===== config.mk =====
export PLATFORM = sky130hd
export DESIGN_NAME = ex_stage_flat
export DESIGN_NICKNAME = d
export VERILOG_FILES = /design/src/rtl/ex_pkg.sv /design/src/rtl/ex_if.sv /design/src/rtl/ex_stage_mul.sv /design/src/rtl/ex_stage.sv /design/src/flat_wrapper.sv
export SDC_FILE = /design/constraint.sdc
export NUM_CORES = 1
export LEC_CHECK = 0
export ABC_AREA = 0
export BUFFER_PORTS_ARGS = -buffer_cell sky130_fd_sc_hd__buf_2
export CAP_MARGIN = 20
export CORE_UTILIZATION = 40
export CTS_BUF_LIST = sky130_fd_sc_hd__clkbuf_4
export DETAILED_ROUTE_END_ITERATION = 8
export PLACE_DENSITY_LB_ADDON = 0.2
export SLEW_MARGIN = 20
export SYNTH_ARGS = -nofsm -noshare
export SYNTH_HDL_FRONTEND = slang
export SYNTH_SLANG_ARGS = --single-unit

===== constraint.sdc =====
create_clock -name clk_i -period 10.76 [get_ports clk_i]
set_input_delay 2.152 -clock clk_i [delete_from_list [all_inputs] [get_ports clk_i]]
set_output_delay 2.152 -clock clk_i [all_outputs]
set_load 0.02 [all_outputs]

===== src/rtl/ex_pkg.sv =====
// Shared types and constants for the execute stage: opcode and FSM encodings,
// default widths and the shift-amount width derived from the data width.
package ex_pkg;

  localparam int P_W     = 16;
  localparam int D_W     = 16;
  localparam int F_W     = 4;
  localparam int SHAMT_W = $clog2(D_W);

  typedef enum logic [3:0] {
    FN_ADD = 4'h0,
    FN_SUB = 4'h1,
    FN_AND = 4'h2,
    FN_OR  = 4'h3,
    FN_XOR = 4'h4,
    FN_SLL = 4'h5,
    FN_SRL = 4'h6,
    FN_ROL = 4'h7,
    FN_ROR = 4'h8,
    FN_MUL = 4'h9
  } fn_e;

  typedef enum logic {
    IDLE = 1'b0,
    MUL  = 1'b1
  } state_e;

endpackage


===== src/rtl/ex_if.sv =====
// Bundle between the D/E register (master) and the execute stage (slave):
// instruction fields in, stall and registered result bundle out.
interface ex_if
  import ex_pkg::*;
#(
  parameter int P = P_W,
  parameter int D = D_W,
  parameter int F = F_W
);

  logic         valid_i;
  logic [P-1:0] next_pc_i;
  logic [F-1:0] funct4_i;
  logic [D-1:0] rs_i;
  logic [D-1:0] rt_i;
  logic         stall_o;
  logic         valid_o;
  logic [P-1:0] next_pc_o;
  logic [D-1:0] result_o;
  logic         zero_o;

  modport master (
    output valid_i, next_pc_i, funct4_i, rs_i, rt_i,
    input  stall_o, valid_o, next_pc_o, result_o, zero_o
  );

  modport slave (
    input  valid_i, next_pc_i, funct4_i, rs_i, rt_i,
    output stall_o, valid_o, next_pc_o, result_o, zero_o
  );

endinterface


===== src/rtl/ex_stage_mul.sv =====
// Iterative shift-add multiplier: one multiplier bit per cycle, D iterations.
// prod is the accumulator value after the current iteration; done flags the last one.
module shift_add_mul
  import ex_pkg::*;
#(
  parameter int D  = D_W,
  parameter int CW = SHAMT_W
) (
  input  logic         clk,
  input  logic         rst,
  input  logic         start,
  input  logic [D-1:0] a,
  input  logic [D-1:0] b,
  output logic         busy,
  output logic         done,
  output logic [D-1:0] prod
);

  logic [D-1:0]  mcand;
  logic [D-1:0]  mplier;
  logic [D-1:0]  acc;
  logic [D-1:0]  acc_next;
  logic [CW-1:0] cnt;

  always_comb begin
    acc_next = acc;
    if (mplier[0]) acc_next = acc + mcand;
  end

  // Raw iteration count; the caller qualifies it with busy.
  assign done = (cnt == CW'(D - 1));
  assign prod = acc_next;

  always_ff @(posedge clk) begin
    if (rst) begin
      busy   <= 1'b0;
      cnt    <= '0;
      acc    <= '0;
      mcand  <= '0;
      mplier <= '0;
    end else if (start) begin
      busy   <= 1'b1;
      cnt    <= '0;
      acc    <= '0;
      mcand  <= a;
      mplier <= b;
    end else if (busy) begin
      acc    <= acc_next;
      mcand  <= mcand << 1;
      mplier <= mplier >> 1;
      cnt    <= cnt + CW'(1);
      if (done) busy <= 1'b0;
    end
  end

endmodule


===== src/rtl/ex_stage.sv =====
// Execute stage: single-cycle ALU with 1-cycle latency, MUL via iterative
// multiplier that holds upstream through stall_o for exactly D cycles.
module ex_stage
  import ex_pkg::*;
#(
  parameter int P = P_W,
  parameter int D = D_W,
  parameter int F = F_W
) (
  input logic clk_i,
  input logic rst_i,
  ex_if.slave bus
);

  localparam int SH = $clog2(D);

  state_e        state;
  logic [P-1:0]  pc_lat;
  logic [P-1:0]  next_pc_q;
  logic [D-1:0]  result_q;
  logic          valid_q;
  logic          zero_q;
  logic [D-1:0]  alu;
  logic [SH-1:0] shamt;
  logic          is_mul;
  logic          mul_start;
  logic          mul_busy;
  logic          mul_done;
  logic [D-1:0]  mul_prod;

  always_comb begin
    alu   = '0;
    shamt = bus.rt_i[SH-1:0];
    case (bus.funct4_i)
      FN_ADD:  alu = bus.rs_i + bus.rt_i;
      FN_SUB:  alu = bus.rs_i - bus.rt_i;
      FN_AND:  alu = bus.rs_i & bus.rt_i;
      FN_OR:   alu = bus.rs_i | bus.rt_i;
      FN_XOR:  alu = bus.rs_i ^ bus.rt_i;
      FN_SLL:  alu = bus.rs_i << shamt;
      FN_SRL:  alu = bus.rs_i >> shamt;
      // A shift by the full width yields zero, so shamt==0 passes rs through.
      FN_ROL:  alu = (bus.rs_i << shamt) | (bus.rs_i >> (D - int'(shamt)));
      FN_ROR:  alu = (bus.rs_i >> shamt) | (bus.rs_i << (D - int'(shamt)));
      default: alu = '0;
    endcase
  end

  assign is_mul    = (bus.funct4_i == FN_MUL);
  assign mul_start = (state == IDLE) && bus.valid_i && is_mul;

  shift_add_mul #(
    .D  (D),
    .CW (SH)
  ) u_mul (
    .clk   (clk_i),
    .rst   (rst_i),
    .start (mul_start),
    .a     (bus.rs_i),
    .b     (bus.rt_i),
    .busy  (mul_busy),
    .done  (mul_done),
    .prod  (mul_prod)
  );

  always_ff @(posedge clk_i) begin
    if (rst_i) begin
      state     <= IDLE;
      valid_q   <= 1'b0;
      next_pc_q <= '0;
      result_q  <= '0;
      zero_q    <= 1'b0;
      pc_lat    <= '0;
    end else begin
      case (state)
        IDLE: begin
          valid_q <= 1'b0;
          if (bus.valid_i) begin
            if (is_mul) begin
              pc_lat <= bus.next_pc_i;
              state  <= MUL;
            end else begin
              valid_q   <= 1'b1;
              result_q  <= alu;
              zero_q    <= (alu == '0);
              next_pc_q <= bus.next_pc_i;
            end
          end
        end
        MUL: begin
          valid_q <= 1'b0;
          if (mul_busy && mul_done) begin
            valid_q   <= 1'b1;
            result_q  <= mul_prod;
            zero_q    <= (mul_prod == '0);
            next_pc_q <= pc_lat;
            state     <= IDLE;
          end
        end
        default: state <= IDLE;
      endcase
    end
  end

  assign bus.stall_o   = (state == MUL);
  assign bus.valid_o   = valid_q;
  assign bus.next_pc_o = next_pc_q;
  assign bus.result_o  = result_q;
  assign bus.zero_o    = zero_q;

endmodule


===== src/flat_wrapper.sv =====
// flat-port wrapper written by rule: the top's interface ports become plain ports
module ex_stage_flat import ex_pkg::*;
#(
  parameter int P = P_W,
  parameter int D = D_W,
  parameter int F = F_W
)
  (clk_i, rst_i, bus_valid_i, bus_next_pc_i, bus_funct4_i, bus_rs_i, bus_rt_i, bus_stall_o, bus_valid_o, bus_next_pc_o, bus_result_o, bus_zero_o);
  ex_if #(.P(P), .D(D), .F(F)) bus_i ();
  input logic clk_i;
  input logic rst_i;
  input wire logic [$bits(bus_i.valid_i)-1:0] bus_valid_i;
  input wire logic [$bits(bus_i.next_pc_i)-1:0] bus_next_pc_i;
  input wire logic [$bits(bus_i.funct4_i)-1:0] bus_funct4_i;
  input wire logic [$bits(bus_i.rs_i)-1:0] bus_rs_i;
  input wire logic [$bits(bus_i.rt_i)-1:0] bus_rt_i;
  output wire logic [$bits(bus_i.stall_o)-1:0] bus_stall_o;
  output wire logic [$bits(bus_i.valid_o)-1:0] bus_valid_o;
  output wire logic [$bits(bus_i.next_pc_o)-1:0] bus_next_pc_o;
  output wire logic [$bits(bus_i.result_o)-1:0] bus_result_o;
  output wire logic [$bits(bus_i.zero_o)-1:0] bus_zero_o;
  assign bus_i.valid_i = bus_valid_i;
  assign bus_i.next_pc_i = bus_next_pc_i;
  assign bus_i.funct4_i = bus_funct4_i;
  assign bus_i.rs_i = bus_rs_i;
  assign bus_i.rt_i = bus_rt_i;
  assign bus_stall_o = bus_i.stall_o;
  assign bus_valid_o = bus_i.valid_o;
  assign bus_next_pc_o = bus_i.next_pc_o;
  assign bus_result_o = bus_i.result_o;
  assign bus_zero_o = bus_i.zero_o;
  ex_stage #(.P(P), .D(D), .F(F)) u_core (.clk_i(clk_i), .rst_i(rst_i), .bus(bus_i));
endmodule

Word level (Yosys, flattened, before mapping). Index checks and enable logic that the tools add are counted.

Bitwise operators: 6. Multiplexer cells: 29. Reductions and logical operators: 10. Equality and inequality tests: 13. Shifts and indexed selects: 4. Add/subtract/negate cells: 5.

Operators with widths (count): 2-to-1 mux 16 bit (11); case mux 16 bit (9 select lines) (1); case mux 16 bit (2 select lines) (2); OR 16 bit (3); adder 16 bit (2); zero test 16 bit (2); left shift 16 x 32 -> 16 bit (1); right shift 16 x 32 -> 16 bit (1); bitwise AND 16 bit (1); equality test 4 x 3 -> 1 bit, second input constant (4); left shift 16 x 4 -> 16 bit (1); right shift 16 x 4 -> 16 bit (1); subtractor 16 bit (1); bitwise XOR 16 bit (1); equality test 4 bit, second input constant (3); 2-to-1 mux 1 bit (12); equality test 4 x 2 -> 1 bit, second input constant (2); != test 2 bit, second input constant (3); case mux 1 bit (2 select lines) (3); AND reduction 3 bit (2); subtractor 5 x 4 -> 6 bit, first input constant (1); adder 4 x 1 -> 4 bit, second input constant (1); equality test 4 x 1 -> 1 bit, second input constant (1); zero test 4 bit (1); 4 further kinds (6).

Output and inout bits: 35. Bits of input ports: 55. Register bits: 104. Logic and storage cells: 78.

Logic depth before layout (Yosys ltp). Gate-level depths: netlist of run 1.

Depth in word-level cells: 8. Mapped depth: 23. Depth with buffers taken out: 16.

Hierarchy. A second synthesis of run 1 with hierarchy kept.

Cells, all modules: 1289. Area total of the unflattened synthesis: 10267.3 sq um.

By module, submodules not included: ex_stage (seq. area each 1021.0 sq um, cells an instance 926, instances 1, area an instance 7235.7 sq um); shift_add_mul (seq. area each 1061.0 sq um, cells an instance 363, instances 1, area an instance 3031.7 sq um).

Least setup slack after synthesis of run 1. Ideal clock, no wire load.

Kind: input port to flip-flop. Start: in bus_rt_i[1]. End: reg u_core.result_q[15], in the netlist u_core.bus.result_o[15]. Path buffers: 8. Required time: 10.640 ns. Stages on the path: 23. Library setup time: 0.120 ns. Arrival time: 6.578 ns. Slack: 4.062 ns. Path through: buf_6 buf_2 buf_2 buf_2 inv_1 ha_1 buf_2 buf_1 buf_2 buf_1 nand2_1 o21ai_0 inv_1 ha_1 nor2b_1 o31a_1 o22a_1 a31oi_1 o21ai_0 a31oi_1 xnor2_1 o21ai_0 a211o_1.

Cells in the longest elaborated chain, start to end: 7. Elaborated cells on any way between the ends: 13. Classes of those cells: 3 x add/sub; 4 x shift; 4 x mux; 2 x bitwise.

Ends and longest elaborated chain: start, declared (line flat_wrapper.sv:16) `input wire logic [$bits(bus_i.rt_i)-1:0] bus_rt_i;`; subtractor 5 x 4 -> 6 bit (line ex_stage.sv:43, ex_stage.sv:44); left shift 16 x 32 -> 16 bit / right shift 16 x 32 -> 16 bit (equally long branches) (line ex_stage.sv:44, ex_stage.sv:43); OR 16 bit, on equally long branches (line ex_stage.sv:44, ex_stage.sv:43); case mux 16 bit (9 select lines) (*) (line ex_stage.sv:34) `case (bus.funct4_i)`; 2-to-1 mux 16 bit (*) (line ex_stage.sv:79) `if (is_mul) begin`; 2-to-1 mux 16 bit (*) (line ex_stage.sv:78) `if (bus.valid_i) begin`; case mux 16 bit (2 select lines) (*) (line ex_stage.sv:75) `case (state)`; end signal, assigned (line ex_stage.sv:84) `result_q <= alu;`; end signal, assigned (line ex_stage.sv:94) `result_q <= mul_prod;`; end, declared (line ex_stage.sv:20) `logic [D-1:0] result_q;`.

Every way passes the cells marked *; elsewhere a longest branch is shown, timed or not. The select of a mux whose other input is x is not followed. A chain may end at the register's enable or synchronous reset.

Final worst setup path of run 1.
Start: in bus_rt_i[1]. End: reg u_core.result_q[13], in the netlist u_core.bus.result_o[13].

Same word-level chain as after synthesis.

==> run_results.csv, run 1 <==
group,metric,value,unit
outcome,outcome,"finished, final reports clean",
sta,fin_skew,0.0184,ns
synth,syn_avg_cell_area,7.93,µm²
place,place_hpwl,26900,µm
synth,synth-edff-count,0,
setup_path,worstPathRequired,11.11,ns
setup_path,critical_path_arrival,6.51,ns
setup_path,cp_max_fo,56,
cts,clockBufferDepth,2,
setup_path,endpoint_kind,"register",
sta,period_needed,6.16,ns
synth,synth.yosys.seq_area_share,20.3,%
setup_path,crit_family,"simple AND/OR/NAND/NOR gates",
synth,synthesis.nets,1413,
sta,slew_violations,0,
layout,syn2layout_area_growth,7.09,%
setup_path,start_kind,"input pin",
grt,track_usage,28.4,%
floorplanning,rows,58,
cts,root_buffer,"clkbuf_4",
synth,yosys_warnings,0,
place,portBuffers,89,
min_path,hold_path_depth,2,
synth,synth_compound_area_share,23.3,%
min_path,min_path_type,"reg -> reg",
grt,grt_use_met2,42.5,%
routing,wirelength,37400,µm
power,p_leak,4.23,nW
sta,post-route-period-util,57.2,%
floorplanning,start_util,40.8,%
setup_path,critPathKind,"in -> reg",
routing,wl_per_cell,22.9,µm
power,p_sw,398,µW
synth,async_flop_share,0,%
place,place.gp.congestion,1.05,
synth,synthFlopType,"dfxtp_1",
sta,slew_headroom,30.8,%
grt,gr-usage-met3,4.55,%
grt,grt_max_degree,80,
synth,synthAdderAreaFrac,8.34,%
setup_path,cp_slowest_cell,"or4b_2",
grt,antenna_found_initial,1,
routing,dr_total_vias,10200,
routing,antenna_left,0,
routing,detail_route.vias_per_cell,6.26,
power,power.density,90.6,mW/mm²
synth,synthCells,1291,
sta,finalSetupViolCount,0,
setup_path,rr_startpoint,"u_core.bus.stall_o",
cts,cts_resized,0,
power,p_total,994,µW
layout,drive_gt1_share,15.4,%
power,p_int,596,µW
setup_path,rrSetupSlack,7.43,ns
cts,tritoncts,"built",
synth,syn-cell-area,0.0102,mm²
synth,synth_xor_area_share,3.08,%
cts,clk_pin_slew,0.18,ns
power,comb_power_share,37.8,%
layout,fillCellCount,2597,
power,switching_share,40.0,%
synth,synth-seq-cells,104,
cts,clkSinkCount,104,
sta,rsz0062_at_grt,"false",
sta,finalSetupTns,0,ns
synth,synthTopCellsByArea,"dfxtp_1 (20%), mux2i_1 (8.5%), ha_1 (7.9%)",
setup_path,cpPeakStageDelay,0.69,ns
synth,synth_top_area_cell,"dfxtp_1",
grt,grt-ovfl-total,0,
floorplanning,dieArea,0.0262,mm²
routing,first_pass_iters,6,
cts,numCtsBuffers,9,
cts,clk_latency,0.48,ns
power,vdd_drop_max,0.0693,mV
floorplanning,die_y,162,µm
routing,drt_iter0_drc,946,
sta,hold_viol,0,
cts,cts_hold_buf,0,
setup_path,critPathBufInv,3,
synth,ys_types,78,
layout,finalNetCount,1420,
grt,globalRouteMet1Util,40.8,%
job,max_cap_viol_count,0,
setup_path,path_cells,"buf_2, buf_4, inv_1, ha_1, nor3b_1, nand3_1, o31ai_1, xnor2_1, ha_1, o21ai_0, a21oi_1, o21ai_0, or4b_2, nor3_1, a21bo_2, a21oi_1",
cts,htree_num_levels,3,
synth,synth_top_area_share,20.3,%
floorplanning,design.core.area,0.0251,mm²
power,clkPwrFrac,20.9,%
floorplanning,io_pins,90,
setup_path,r2r_cells,9,
sta,worst_pin_slew,1.04,ns
sta,max_freq,0.162,GHz
synth,synth_top_family_by_area,"compound AO/OA/AOI/OAI gates",
power,seq_power_share,41.3,%
min_path,hold_start,"u_core.bus.result_o[11]",
synth,synthSimpleGateAreaFrac,20.3,%
floorplanning,die_w,162,µm
routing,drc,0,
cts,post-cts-setup-buffer-count,0,
min_path,min_to,"u_core.bus.result_o[11]",
grt,grt_pass1_wl,57000,µm
grt,grt-busiest-layer,"met2",
setup_path,r2r_end,"u_core.bus.zero_o",
synth,muxShareOfSynthArea,18.4,%
grt,first_global_vias,9245,
## cell families after synthesis
group                      count (synthesis)
AOI/OAI and AO/OA                        343
and+or+nand+nor                          435
xor gates and xnor gates                  36
muxes                                    145
buffers and inverters                    161
adders and majority gates                 67
DFF                                      104
## stage by stage
| stage | std cells | instance area, µm² | setup slack (ns) | hold slack [ns] | util [%] |
|---|---|---|---|---|---|
| final | 1634 | 11000 | 4.60 | 0.460 | 43.7 |
| after global routing | 1634 | 11000 | 4.33 | 0.482 | 43.7 |
| after CTS | 1633 | 11000 | 4.74 | 0.463 | 43.7 |
| after detailed placement | 1617 | 10800 | 4.22 | 0.442 | 43.1 |
| after global placement | 1617 | 10800 | 4.34 | 0.439 | 43.1 |
| after floorplan | 1291 | 10200 | 4.06 | 0.436 | - |
## power groups by stage
stage / logic (mW) / clock network (mW) / registers, mW
3_3_place_gp: 0.368 / 0 / 0.418
2_1_floorplan: 0.244 / 0 / 0.427
5_1_grt: 0.403 / 0.234 / 0.412
6_report: 0.375 / 0.208 / 0.410
4_1_cts: 0.369 / 0.219 / 0.411
3_5_place_dp: 0.367 / 0 / 0.418
## synthesized netlist by cell type (all sizes together) (18+ instances only)
cell	instances
mux4	32
nor2	148
xnor2	26
o211ai	27
a21oi	64
mux2i	87
dfxtp	104
buf	32
nand2	121
clkbuf	81
a211oi	73
o21ai	50
nand3	18
ha	65
nand2b	19
nor3	35
mux2	26
inv	48
## layout by cell type (no fill, tap or decap), types with 5 or more instances in the layout
master     instances
nor2_1           148
nand2_1          121
dfxtp_1          102
buf_2             88
mux2i_1           87
a211oi_1          73
ha_1              65
a21oi_1           64
o21ai_0           48
inv_1             47
nor3_1            35
mux4_2            32
o211ai_1          27
xnor2_1           26
mux2_2            25
buf_4             21
nand3_1           18
nand2b_1          18
nor4_1            11
a21o_1            11
nor2b_1           11
nand3b_1          10
o21a_1            10
xor2_1            10
a211o_1           10
a22oi_1           10
o31ai_1            9
a31oi_1            9
and3_1             9
clkbuf_4           9
and2_1             8
nand4_1            7
o31a_1             6
o2111ai_1          6
a221oi_1           6
nor3b_1            5
nor4b_1            5
a32oi_1            5
o32ai_1            5
## state kept, by name (all words and copies together), names as in the netlist
name                  count
u_core.bus.next_pc_o     16
u_core.u_mul.cnt          4
u_core.bus.stall_o        1
u_core.u_mul.busy         1
u_core.u_mul.acc         16
u_core.u_mul.mplier      16
u_core.bus.result_o      16
u_core.bus.zero_o         1
u_core.u_mul.mcand       16
u_core.pc_lat            16
u_core.bus.valid_o        1
## worst max path at each step
stage	from	end	slack, ns	cells after the start
6_report	bus_rt_i[1]	u_core.bus.result_o[13]	4.60	16
3_5_place_dp	bus_rt_i[1]	u_core.bus.result_o[13]	4.22	17
4_1_cts	bus_rt_i[1]	u_core.bus.result_o[13]	4.74	17
2_1_floorplan	bus_rt_i[1]	u_core.bus.result_o[15]	4.06	23
5_1_grt	bus_rt_i[1]	u_core.bus.zero_o	4.33	18
3_3_place_gp	bus_rt_i[1]	u_core.bus.result_o[13]	4.34	16
## cell type report
type                            instances  area, µm²  share of cell area, %
Clock inverter                          7       80.1                  0.730
Multi-Input combinational cell       1026       7540                   68.8
Tap cell                              330        413                   3.77
Sequential cell                       104       2080                   19.0
Antenna cell                            1       2.50                 0.0228
Inverter                               48        180                   1.64
Timing Repair Buffer                  109        598                   5.46
Clock buffer                            9       67.6                  0.616
## worst register-to-register path, cell delays in order (launching register included)
cell     delay, ns
dfxtp_2       1.06
inv_1         0.55
a31o_2        0.35
buf_4         0.27
nor2_1        0.22
nor4b_1       0.08
and4_1        0.20
and4_1        0.19
a31oi_1       0.21
o21ai_1       0.10
## routing by layer
layer  vias up  routed length [µm]  share of wire (%)
li1       4803                   -                  -
met1      4927               17100                 46
met2       419               16600                 44
met3        83                2530                6.8
met4         0                1220                3.3
met5         -                   0                  0
Power figures use the tool's default switching activity.
==> inputs of run 2 (changes only) <==
Clock period 10.76 ns to 5.5 ns, I/O delays scaled along.
==> run 2 against run 1 <==
Against the previous run:
- the flow now finishes with violations (DRC)
- first-iteration DRC count rose by 4.8%
- critical path depth fell by 1
- non-clock buffer count rose by 12
- global-route usage fell by 0.64 points
- register-to-register slack got worse by 5.0 ns
- die area did not move
- sequential share of layout area fell by 0.14 points
- combinational power rose by 96%
- routed wire length fell by 3.5%
- core utilization rose by 0.32 points
- via count rose by 0.13%
- critical path type unchanged
- largest cell class unchanged
- highest routed layer unchanged
==> run_results.csv, run 2 (synthesis results as in run 1) <==
group,metric,value,unit
outcome,violations,"DRC",
power,p_sw,772,µW
setup_path,rr_startpoint,"u_core.u_mul.mplier[0]",
sta,hold_slack,0.465,ns
power,switching_share,39.8,%
setup_path,path_cells,"buf_2, inv_1, ha_1, or3b_2, o31ai_1, xnor2_1, ha_1, or4_1, o22a_1, a31oi_1, o21ai_0, a31oi_1, xnor2_1, o21ai_0, a211o_1",
sta,max_freq,0.224,GHz
sta,worst_pin_slew,1.08,ns
routing,antenna_left,0,
floorplanning,rows,58,
floorplanning,start_util,40.8,%
power,vdd_drop_max,0.140,mV
floorplanning,die_w,162,µm
layout,final_cell_mix,"nor2_1 (148), nand2_1 (121), dfxtp_1 (102)",
sta,finalSetupTns,0,ns
sta,finalSetupViolCount,0,
setup_path,endpoint_kind,"register",
setup_path,cpPeakStageDelay,0.60,ns
place,pre_cts_ws,0.540,ns
setup_path,r2r_cells,7,
setup_path,crit_start,"bus_rt_i[1]",
sta,slew_headroom,28.1,%
place,portBuffers,89,
grt,grt-ovfl-total,0,
layout,finalNetCount,1432,
sta,fin_skew,0.0248,ns
power,power.density,176,mW/mm²
layout,syn2layout_area_growth,7.87,%
setup_path,cp_max_fo,7,
grt,antenna_found_initial,1,
cts,clkSinkCount,104,
setup_path,critical_path_arrival,4.86,ns
layout,drive_gt1_share,16.2,%
grt,track_usage,27.7,%
layout,fillCellCount,2621,
cts,cts_resized,0,
routing,wirelength,36100,µm
layout,multi_input_area,0.00754,mm²
floorplanning,die_y,162,µm
place,place_hpwl,26800,µm
setup_path,start_kind,"input pin",
grt,grt_pass1_wl,56600,µm
cts,clockBufferDepth,2,
sta,post-route-worst-setup-slack,1.03,ns
power,clkPwrFrac,20.8,%
routing,first_pass_iters,7,
grt,first_global_vias,9443,
sta,post-route-period-util,81.3,%
place,dp_cells,1629,
setup_path,critPathKind,"in -> reg",
job,max_cap_viol_count,0,
min_path,hold_start,"u_core.bus.result_o[3]",
routing,drt_iter0_drc,991,
min_path,min_path_type,"reg -> reg",
setup_path,worstPathRequired,5.89,ns
cts,htree_num_levels,3,
power,p_leak,4.29,nW
sta,rsz0062_at_grt,"false",
grt,grt_max_degree,66,
layout,final_cells,1646,
cts,cts_hold_buf,0,
routing,wl_per_cell,21.9,µm
cts,post-cts-setup-buffer-count,0,
floorplanning,dieArea,0.0262,mm²
routing,drc,1,
cts,tritoncts,"built",
power,seq_power_share,41.3,%
min_path,hold_path_depth,2,
setup_path,cp_slowest_cell,"or3b_2",
floorplanning,design.core.area,0.0251,mm²
outcome,outcome,"finished, violations left",
routing,dr_total_vias,10200,
cts,clk_pin_slew,0.18,ns
place,place.gp.congestion,1.06,
sta,slew_violations,0,
routing,detail_route.vias_per_cell,6.22,
cts,root_buffer,"clkbuf_4",
power,p_int,1.17,mW
layout,final-seq-area,0.00208,mm²
layout,final_common_cell,"nor2_1",
floorplanning,io_pins,90,
sta,period_needed,4.47,ns
sta,hold_viol,0,
power,p_total,1.94,mW
power,comb_power_share,37.9,%
cts,clk_latency,0.50,ns
cts,numCtsBuffers,9,
## run 2: cell count changes in the layout (fill, tap and decap cells not counted), sizes merged
cell      before  now
buf          109  121
clkinv         2    3
clkinvlp       1    0
## run 2: worst paths after layout
path / end / slack [ns]
setup / recovery: u_core.bus.result_o[15] / 1.03
hold / removal: u_core.bus.result_o[3] / 0.47
setup reg to reg: u_core.bus.zero_o / 2.47
hold reg to reg: u_core.bus.result_o[3] / 0.47
## run 2: power by group through the flow
stage / registers [mW] / logic, mW / clock network, mW
final: 0.801 / 0.736 / 0.404
after global routing: 0.805 / 0.792 / 0.451
after CTS: 0.802 / 0.723 / 0.420
after detailed placement: 0.818 / 0.720 / 0
after global placement: 0.817 / 0.720 / 0
after floorplan: 0.835 / 0.478 / 0
## run 2: worst max-delay path: cells and delay by family
family / cells / cell delay (ns)
adder cells (fa/ha/maj): 2 / 0.60
XOR/XNOR: 2 / 0.26
AO/OA/AOI/OAI: 7 / 1.64
AND/OR/NAND/NOR: 2 / 1.01
buffers and inverters: 2 / 0.25
## run 2: layer usage
layer  share of wire (%)  routed length, µm  up-vias  track usage (%)
met5                   0                  0        -                0
met4                 2.7                991        0             8.79
met3                 7.7               2780       73             5.26
met2                  45              16200      424             42.5
met1                  45              16100     4922             39.0
li1                    -                  -     4826                -
## run 2: layout make-up
cell class / count / share of cell area, %
Multi-Input combinational cell: 1026 / 68.3
Sequential cell: 104 / 18.9
Timing Repair Buffer: 121 / 6.23
Tap cell: 330 / 3.74
Inverter: 48 / 1.63
Clock inverter: 7 / 0.634
Clock buffer: 9 / 0.612
Antenna cell: 1 / 0.0227
## run 2: per-stage QoR
step           utilization (%)  area, µm²
2_1_floorplan                -      10200
3_3_place_gp              43.4      10900
3_5_place_dp              43.4      10900
4_1_cts                   44.0      11000
5_1_grt                   44.0      11000
6_report                  44.0      11000
==> inputs of run 3 (changes only) <==
Settings changed: ABC_AREA 0 to 1.
Clock period 5.5 ns to 4.14 ns, I/O delays scaled along.
==> run 3 against run 2 <==
Against the previous run:
- the run now ends clean
- first-iteration DRC count increased by 32%
- register-to-register slack got worse by 1.2 ns
- clock skew grew 0.015 ns
- hold slack worse by 0.0021 ns
- largest cell class unchanged
- highest routed layer unchanged
==> run_results.csv, run 3 <==
group,metric,value,unit
layout,drive_gt1_share,9.40,%
sta,max_freq,0.284,GHz
synth,synthTopCellsByArea,"nand2_1 (21%), dfxtp_1 (20%), nand3_1 (15%)",
floorplanning,dieArea,0.0264,mm²
routing,first_pass_iters,6,
routing,detail_route.vias_per_cell,5.57,
place,place.gp.congestion,1.01,
cts,htree_num_levels,3,
synth,synthFlopType,"dfxtp_1",
cts,post-cts-setup-buffer-count,0,
synth,synthesis.nets,1917,
sta,slew_violations,0,
power,p_total,2.62,mW
power,vdd_drop_max,0.173,mV
synth,syn_avg_cell_area,5.73,µm²
routing,antenna_left,0,
grt,first_global_vias,10900,
synth,synthCells,1795,
sta,fin_skew,0.0403,ns
grt,antenna_found_initial,1,
cts,cts_hold_buf,0,
routing,dr_total_vias,12100,
floorplanning,io_pins,90,
layout,final_cells,2172,
setup_path,worstPathRequired,4.59,ns
floorplanning,die_w,162,µm
sta,finalSetupTns,0,ns
power,p_leak,5.59,nW
routing,wirelength,40700,µm
synth,synthTopCellsByCount,"nand2_1 (586), nand3_1 (317), nor2_1 (172)",
sta,rsz0062_at_grt,"false",
synth,synth_top_area_share,21.4,%
setup_path,rr_startpoint,"u_core.bus.stall_o",
cts,root_buffer,"clkbuf_4",
cts,clk_pin_slew,0.19,ns
grt,grt-ovfl-total,0,
cts,tritoncts,"built",
place,place_hpwl,31500,µm
synth,synth-seq-cells,104,
synth,synth_most_common_cell,"nand2_1",
sta,period_needed,3.52,ns
floorplanning,rows,58,
power,power.density,236,mW/mm²
floorplanning,start_util,40.9,%
synth,synth_top_area_cell,"nand2_1",
layout,final_cell_mix,"nand2_1 (586), nand3_1 (317), nor2_1 (172)",
routing,wl_met1,18500,µm
routing,drt_iter0_drc,1306,
outcome,outcome,"finished, final reports clean",
cts,numCtsBuffers,9,
layout,fin_area,0.0111,mm²
synth,syn-cell-area,0.0103,mm²
floorplanning,die_y,162,µm
grt,track_usage,30.9,%
synth,synth-edff-count,0,
cts,clk_latency,0.52,ns
setup_path,critical_path_arrival,3.97,ns
sta,post-route-worst-setup-slack,0.624,ns
job,max_cap_viol_count,0,
setup_path,critPathKind,"in -> reg",
grt,grt_pass1_wl,62800,µm
place,pre_cts_ws,0.208,ns
sta,hold_viol,0,
routing,dr_wl_met3,2850,µm
setup_path,cp_max_fo,6,
min_path,hold_start,"u_core.pc_lat[4]",
min_path,min_path_type,"reg -> reg",
place,dp_cells,2155,
cts,cts_resized,0,
sta,post-route-period-util,84.9,%
sta,finalSetupViolCount,0,
place,portBuffers,89,
layout,finalNetCount,1958,
setup_path,crit_start,"bus_rt_i[1]",
routing,routed.top_layer,"met4",
cts,clockBufferDepth,2,
place,dpl_cell_area,0.0109,mm²
routing,drc,0,
sta,slew_headroom,30.3,%
synth,synth.yosys.seq_area_share,20.2,%
synth,yosys_warnings,0,
layout,syn2layout_area_growth,7.72,%
layout,final_common_cell,"nand2_1",
setup_path,endpoint_kind,"register",
cts,clkSinkCount,104,
grt,grt_max_degree,56,
routing,wl_per_cell,18.7,µm
sta,worst_pin_slew,1.04,ns
synth,async_flop_share,0,%
setup_path,start_kind,"input pin",
floorplanning,design.core.area,0.0252,mm²
synth,ys_types,37,
routing,route.met2.wl,18100,µm
-- run 3: changes by cell type after synthesis, moves of 35 or more --
cell,change
a211oi_1,-72
inv_1,+112
mux2i_1,-87
nand2_1,+465
nand3_1,+299
o21ai_0,+35
-- run 3: metrics by stage --
stage,hold slack [ns],util [%]
after CTS,0.461,44.0
final,0.463,44.0
after detailed placement,0.433,43.4
after global placement,0.428,43.4
after global routing,0.475,44.0
after floorplan,0.419,-
-- run 3: worst paths after layout --
kind,to,slack [ns],cells after the start
max,u_core.bus.zero_o,0.62,26
min reg2reg,u_core.pc_lat[4],0.46,2
max reg2reg,u_core.bus.result_o[13],1.27,7
min,u_core.pc_lat[4],0.46,2
-- run 3: layout make-up --
class	instances	area (µm²)
timing repair buffer	119	683
fill	2848	14100
multi-input combinational	1434	7120
inverter	168	631
clock inverter	7	88.8
antenna	1	2.50
clock buffer	9	67.6
sequential	104	2080
tap	330	413
-- run 3: cells by family after synthesis --
family | count (synthesis) | synth area share (%)
compound gates | 218 | 12.0
flops | 104 | 20.2
fa+ha+maj | 67 | 8.29
xor+xnor | 19 | 1.87
simple gates | 1130 | 47.0
buf+inv | 257 | 10.6
-- run 3: metal layers --
metal | up-vias | global-route usage [%]
met5 | - | 0
li1 | 5945 | -
met4 | 0 | 9.61
met3 | 80 | 4.28
met1 | 5592 | 42.6
met2 | 482 | 49.6
-- run 3: critical path, cell delays in order --
cell	delay [ns]
buf_2	0.12
inv_1	0.07
ha_1	0.16
nand2_1	0.06
nor2_1	0.17
nand3_1	0.17
nor2_1	0.19
nand3_1	0.12
o21ai_0	0.21
xor2_1	0.19
ha_1	0.31
nand2_1	0.15
inv_1	0.05
nand2_1	0.06
nand2_1	0.05
a21oi_1	0.18
nand3b_1	0.10
nand3_1	0.14
nand3_2	0.10
nor2_1	0.11
nand2_1	0.06
nor2_1	0.08
nand3_1	0.07
nand3_1	0.08
nand2_1	0.07
inv_1	0.05
-- run 3: where the power goes --
| group | switching (mW) | internal [mW] | total (mW) |
|---|---|---|---|
| Combinational | 0.680 | 0.288 | 0.967 |
| Clock | 0.437 | 0.155 | 0.592 |
| Sequential | 0.0229 | 1.04 | 1.06 |
